==> src/rtl/mux4_rr_sampler.sv <==
// Round-robin sampler steering a 4:1 mux select and registering the
// chosen word, its channel and a one-cycle grant behind valid/ready.
module mux4_rr_sampler #(
    parameter int WIDTH = 4
) (
    input  logic             clk,
    input  logic             rst_n,
    input  logic [3:0]       req,
    input  logic [WIDTH-1:0] mux_y,
    input  logic             out_ready,
    output logic [1:0]       sel,
    output logic [3:0]       gnt,
    output logic             out_valid,
    output logic [WIDTH-1:0] out_data,
    output logic [1:0]       out_ch,
    output logic             busy
);

    typedef enum logic [1:0] {
        IDLE   = 2'd0,
        SAMPLE = 2'd1,
        HOLD   = 2'd2
    } state_e;

    state_e           state_q, state_d;
    logic [1:0]       sel_q, sel_d;
    logic [1:0]       last_q, last_d;
    logic [1:0]       ch_q, ch_d;
    logic [3:0]       gnt_q, gnt_d;
    logic             vld_q, vld_d;
    logic [WIDTH-1:0] data_q, data_d;
    logic [1:0]       pick;
    logic [1:0]       cand;

    // Scan downward so the smallest offset from last_q+1 wins.
    always_comb begin
        pick = last_q + 2'd1;
        cand = 2'd0;
        for (int i = 3; i >= 0; i--) begin
            cand = last_q + 2'd1 + 2'(i);
            if (req[cand]) pick = cand;
        end
    end

    always_ff @(posedge clk) begin
        if (!rst_n) begin
            state_q <= IDLE;
            sel_q   <= 2'd0;
            last_q  <= 2'd3;
            ch_q    <= 2'd0;
            gnt_q   <= 4'd0;
            vld_q   <= 1'b0;
            data_q  <= '0;
        end else begin
            state_q <= state_d;
            sel_q   <= sel_d;
            last_q  <= last_d;
            ch_q    <= ch_d;
            gnt_q   <= gnt_d;
            vld_q   <= vld_d;
            data_q  <= data_d;
        end
    end

    always_comb begin
        state_d = state_q;
        case (state_q)
            IDLE: begin
                if (|req) state_d = SAMPLE;
            end
            SAMPLE: begin
                state_d = req[sel_q] ? HOLD : IDLE;
            end
            HOLD: begin
                if (vld_q && out_ready) state_d = IDLE;
            end
            default: state_d = IDLE;
        endcase
    end

    always_comb begin
        sel_d  = sel_q;
        last_d = last_q;
        ch_d   = ch_q;
        gnt_d  = 4'd0;
        vld_d  = vld_q;
        data_d = data_q;
        case (state_q)
            IDLE: begin
                if (|req) sel_d = pick;
            end
            SAMPLE: begin
                if (req[sel_q]) begin
                    data_d = mux_y;
                    ch_d   = sel_q;
                    vld_d  = 1'b1;
                    gnt_d  = 4'd1 << sel_q;
                    last_d = sel_q;
                end
            end
            HOLD: begin
                if (vld_q && out_ready) vld_d = 1'b0;
            end
            default: ;
        endcase
    end

    assign sel       = sel_q;
    assign gnt       = gnt_q;
    assign out_valid = vld_q;
    assign out_data  = data_q;
    assign out_ch    = ch_q;
    assign busy      = (state_q != IDLE);

endmodule

==> config.mk <==
export PLATFORM = sky130hd
export DESIGN_NAME = mux4_rr_sampler
export DESIGN_NICKNAME = d
export VERILOG_FILES = /design/src/rtl/mux4_rr_sampler.sv
export SDC_FILE = /design/constraint.sdc
export NUM_CORES = 1
export LEC_CHECK = 0
export BUFFER_PORTS_ARGS = -buffer_cell sky130_fd_sc_hd__clkbuf_2
export CORE_UTILIZATION = 30
export DETAILED_ROUTE_END_ITERATION = 16
export SLEW_MARGIN = 20
export SYNTH_ARGS = -nofsm -noshare
export SYNTH_HDL_FRONTEND = slang
export SYNTH_SLANG_ARGS = --single-unit
==> constraint.sdc <==
create_clock -name clk -period 4 [get_ports clk]
set_clock_uncertainty 0.15 [all_clocks]
set_input_delay 0.2 -clock clk [delete_from_list [all_inputs] [get_ports clk]]
set_output_delay 0.2 -clock clk [all_outputs]
set_load 0.01 [all_outputs]
==> impl_results.md <==
- Compound-cell area share of the yosys netlist: 21.6%
- Detailed-router iteration count before antenna repair: 4
- Clock Latency Late Sink: between 0.2 and 0.3 ns
- Kind of cell with the highest combined delay on the critical path: compound AO/OA/AOI/OAI gates
- Total global routing track utilization: a little over an eighth
- Buffering stage count on the worst path with inverters included: 0
- Area growth from synthesis to final layout: 25.3%
- Cell accounting for the most synthesized area: sky130_fd_sc_hd__dfxtp_1
- Synth top cells by count: sky130_fd_sc_hd__dfxtp_1 (17), sky130_fd_sc_hd__nand2_1 (14), sky130_fd_sc_hd__nor2_1 (8)
- Pins Over Slew Limit: 0
- Main combinational cell family by area after synthesis: compound AO/OA/AOI/OAI gates
- Critical path class: reg2reg
- Min-Delay Path Depth: 3
- Worst Hold Launch: req[1]
- Die Height: 52.7 um
- Post-placement setup slack: approximately 2.2 ns
- Max IR drop VDD: 187 uV
- Weighted congestion at the end of routability-driven global placement: about 0.7
- Share of synthesized cell area in full adder, half adder and majority cells: 0%
- Unrepaired setup endpoints after global routing: no
- Cells after DPL: 139
- Standard-cell row count: 18
- Top cell type's share of synthesized area: 44.2%
- Main flop type after synthesis: sky130_fd_sc_hd__dfxtp_1
- Die W: ~53 um
- Finish-stage setup viols: 0
- Min-Delay Endpoint: gnt[1]$_SDFF_PP0_
- Largest net degree at the start of global routing: 21
- Full die area: 2780 sq um
- CTS tree: yes
- Clock transition time at the flip-flop clock pins of the worst setup and hold paths: approximately 0.1 ns
- Largest stage delay on the critical path: 0.52 ns
- Internal Pwr Total: 0.000270 W
- Required arrival time at the worst endpoint: 4.00 ns
- Proportion of register bits with asynchronous set or reset after synthesis: 0%
- Endpoint type of the worst setup path: flop
- CTS Buffer Depth: 2
- Fin crit share: 45.7%
- Register-to-register path setup slack: 2.17 ns
- Vias in the first global route: 653
- Total via count in the routed design: 700
- Biggest area contributors in the synthesized netlist: sky130_fd_sc_hd__dfxtp_1 (44%), sky130_fd_sc_hd__mux2i_1 (7.8%), sky130_fd_sc_hd__nand2_1 (6.8%), sky130_fd_sc_hd__o21ai_0 (3.9%), sky130_fd_sc_hd__nor2_1 (3.9%)
- Final WS setup: 2.17 ns
- Wire length of the first global-routing pass: 2.63 mm
- Dominant cell by count in the synthesized netlist: sky130_fd_sc_hd__dfxtp_1
- Distinct cell type count of the synthesized netlist: 25
- Peak fanout along the critical path: 10
- Achievable clock frequency: 547 MHz
- Number of synthesized register bits: 17
- Leak Pwr: 0.438 nW
- # H-tree levels: 1
- Ratio of cells with drive above 1 in the final layout: 28.2%
- WP depth: 4
- Fin nets: 129
- Switching power as a share of total power: 31.1%
- Sequential element share of the synthesized area: ~44%
- Net switching power figure: 0.000122 W
- Mean cell area of the mapped netlist: 8.66 sq um
- Average via count per standard cell: around 4.8
- Result of the run: complete, no violations
- Gate Count Post-Synth: 89
- Post-synth net total: 100
- Number of buffers inserted by port buffering: 24
- FF-to-FF path depth: 4
- Critical Path AT: 1.83 ns
- CP cell instances: mux2i_1 > a21oi_2 > o21a_1 > o21ai_0
- I/O Pins: 25
- Cell Pwr Density: 406 nW/um^2
- Mux share of post-synthesis cell area: 9.25%
- End-of-flow core utilization: between 30 and 40%
- Routed wire length: 1.64 mm
- Setup tns final: 0 ns
- Initial cell density of the core: 31.4%
- CP startpoint kind: flop
- Synthesized-area fraction occupied by xor and xnor cells: 0%
- Clock sink count: 17
- Sequential Power Share: 51.9%
- Reg-to-reg critical path endpoint: out_ch[1]$_SDFFE_PN0P_
- YS warnings: 0
- Antenna violations before repair: 0
- Period minus WS final: 1.83 ns
- Antenna-violating nets left: 0
- Crit Reg-Reg Startpoint: sel[0]$_SDFFE_PN0P_
- HPWL after detailed placement: 1.21 mm
- Number of buffers created by CTS: 3
- Post-synthesis simple-gate area fraction: 18.7%
- Cell Area, Synth: 771 sq um
- Slowest CP cell: sky130_fd_sc_hd__dfxtp_1
- DR iter-0 viols: 4
- Combinational share of power: 25.4%
- Remaining DRCs: 0
- Number of flops mapped to enable cells by yosys: 0
- Worst Hold Class: in2reg
- Core Area: between 2000 and 2500 sq um
- Final-report hold violation count: 0
- Routed length per placed instance: 11.1 um
- Max transition margin: 70.7%
- Number of inserted diodes: 0
- Tightest Pin Transition: 0.439 ns
- Clock network power share: 22.7%
- Final Non-Filler Cells: 147
- Max Cap Violations: 0
- Master cell of the clock root buffer: sky130_fd_sc_hd__clkbuf_4
- Overflow left after global routing: 0
## cell families (layout without fill, tap and decap cells)
family	after synthesis	in the layout
and+or+nand+nor	32	32
AOI/OAI and AO/OA	24	24
DFF	17	17
buffers and inverters	9	37
muxes	7	7
## sequential cells by signal, summed over array words and instances (netlist names)
register	cells
out_ch	2
gnt	4
out_data	4
state_q	2
last_q	2
out_valid	1
sel	2
## layout make-up
class                      count  area [sq um]
clock buffer                   3          22.5
clock inverter                 1          5.00
fill                         254          1490
inverter                       5          18.8
multi-input combinational     63           382
sequential                    17           340
tap                           30          37.5
timing repair buffer          28           160
## repair_timing
action / 4_1_cts / 5_1_grt
setup buffers: 0 / 0
hold buffers: 4 / 0
hold endpoints to repair: 4 / 0
gates resized for setup: 0 / 0
## through the flow
stage               cell area, sq um  power (W)  hold slack [ns]
finish                           966   0.000392           0.0823
global route                     966   0.000416           0.0849
CTS                              966   0.000397           0.0700
detailed placement               898   0.000304            0.289
global placement                 898   0.000300            0.280
floorplan                        771   0.000277            0.192
## worst max-delay path by stage
stage,start,to,slack [ns]
floorplan,sel[0]$_SDFFE_PN0P_,out_valid$_SDFFE_PN0P_,2.49
global placement,sel[0]$_SDFFE_PN0P_,out_data[3]$_SDFFE_PN0P_,2.33
detailed placement,sel[0]$_SDFFE_PN0P_,out_ch[1]$_SDFFE_PN0P_,2.16
CTS,sel[0]$_SDFFE_PN0P_,out_ch[1]$_SDFFE_PN0P_,2.14
global route,sel[0]$_SDFFE_PN0P_,out_data[1]$_SDFFE_PN0P_,2.03
finish,sel[0]$_SDFFE_PN0P_,out_ch[1]$_SDFFE_PN0P_,2.17
## cells in the final DEF (no fill, tap or decap)
cell type	count
sky130_fd_sc_hd__a31oi_1	2
sky130_fd_sc_hd__inv_1	5
sky130_fd_sc_hd__or2_2	1
sky130_fd_sc_hd__clkbuf_2	24
sky130_fd_sc_hd__and3_1	1
sky130_fd_sc_hd__dlygate4sd3_1	4
sky130_fd_sc_hd__clkbuf_4	3
sky130_fd_sc_hd__dfxtp_1	17
sky130_fd_sc_hd__o21ai_0	6
sky130_fd_sc_hd__mux2i_1	6
sky130_fd_sc_hd__o21a_1	4
sky130_fd_sc_hd__nand2_1	14
sky130_fd_sc_hd__nand3_1	1
sky130_fd_sc_hd__nor3_1	1
sky130_fd_sc_hd__o211a_1	1
sky130_fd_sc_hd__o211ai_1	3
sky130_fd_sc_hd__nor2b_1	2
sky130_fd_sc_hd__nand3b_1	1
sky130_fd_sc_hd__and2_1	1
sky130_fd_sc_hd__a21oi_2	1
sky130_fd_sc_hd__o221a_2	1
sky130_fd_sc_hd__nand2b_1	2
sky130_fd_sc_hd__a21oi_4	1
sky130_fd_sc_hd__mux2_2	1
sky130_fd_sc_hd__clkinv_2	1
sky130_fd_sc_hd__nor2_1	8
sky130_fd_sc_hd__a21oi_1	5
## power groups by stage
stage,combinational (W),clock [W],sequential [W]
final,0.0000994,0.0000889,0.000203
after floorplan,0.0000704,0,0.000207
after CTS,0.000101,0.0000936,0.000203
after detailed placement,0.0000971,0,0.000207
after global routing,0.000110,0.0000995,0.000206
after global placement,0.0000949,0,0.000206
## worst min-delay path: cells and delay by family
| family | cells | cell delay, ns |
|---|---|---|
| buffers and inverters | 1 | 0.14 |
| and+or+nand+nor | 2 | 0.15 |
## metal layers
layer | GRT usage [%] | wire [um]
met3 | 3.48 | 74
met5 | 0 | 0
met4 | 7.89 | 37
met1 | 13.2 | 700
met2 | 24.9 | 826
Power figures use the tool's default switching activity.
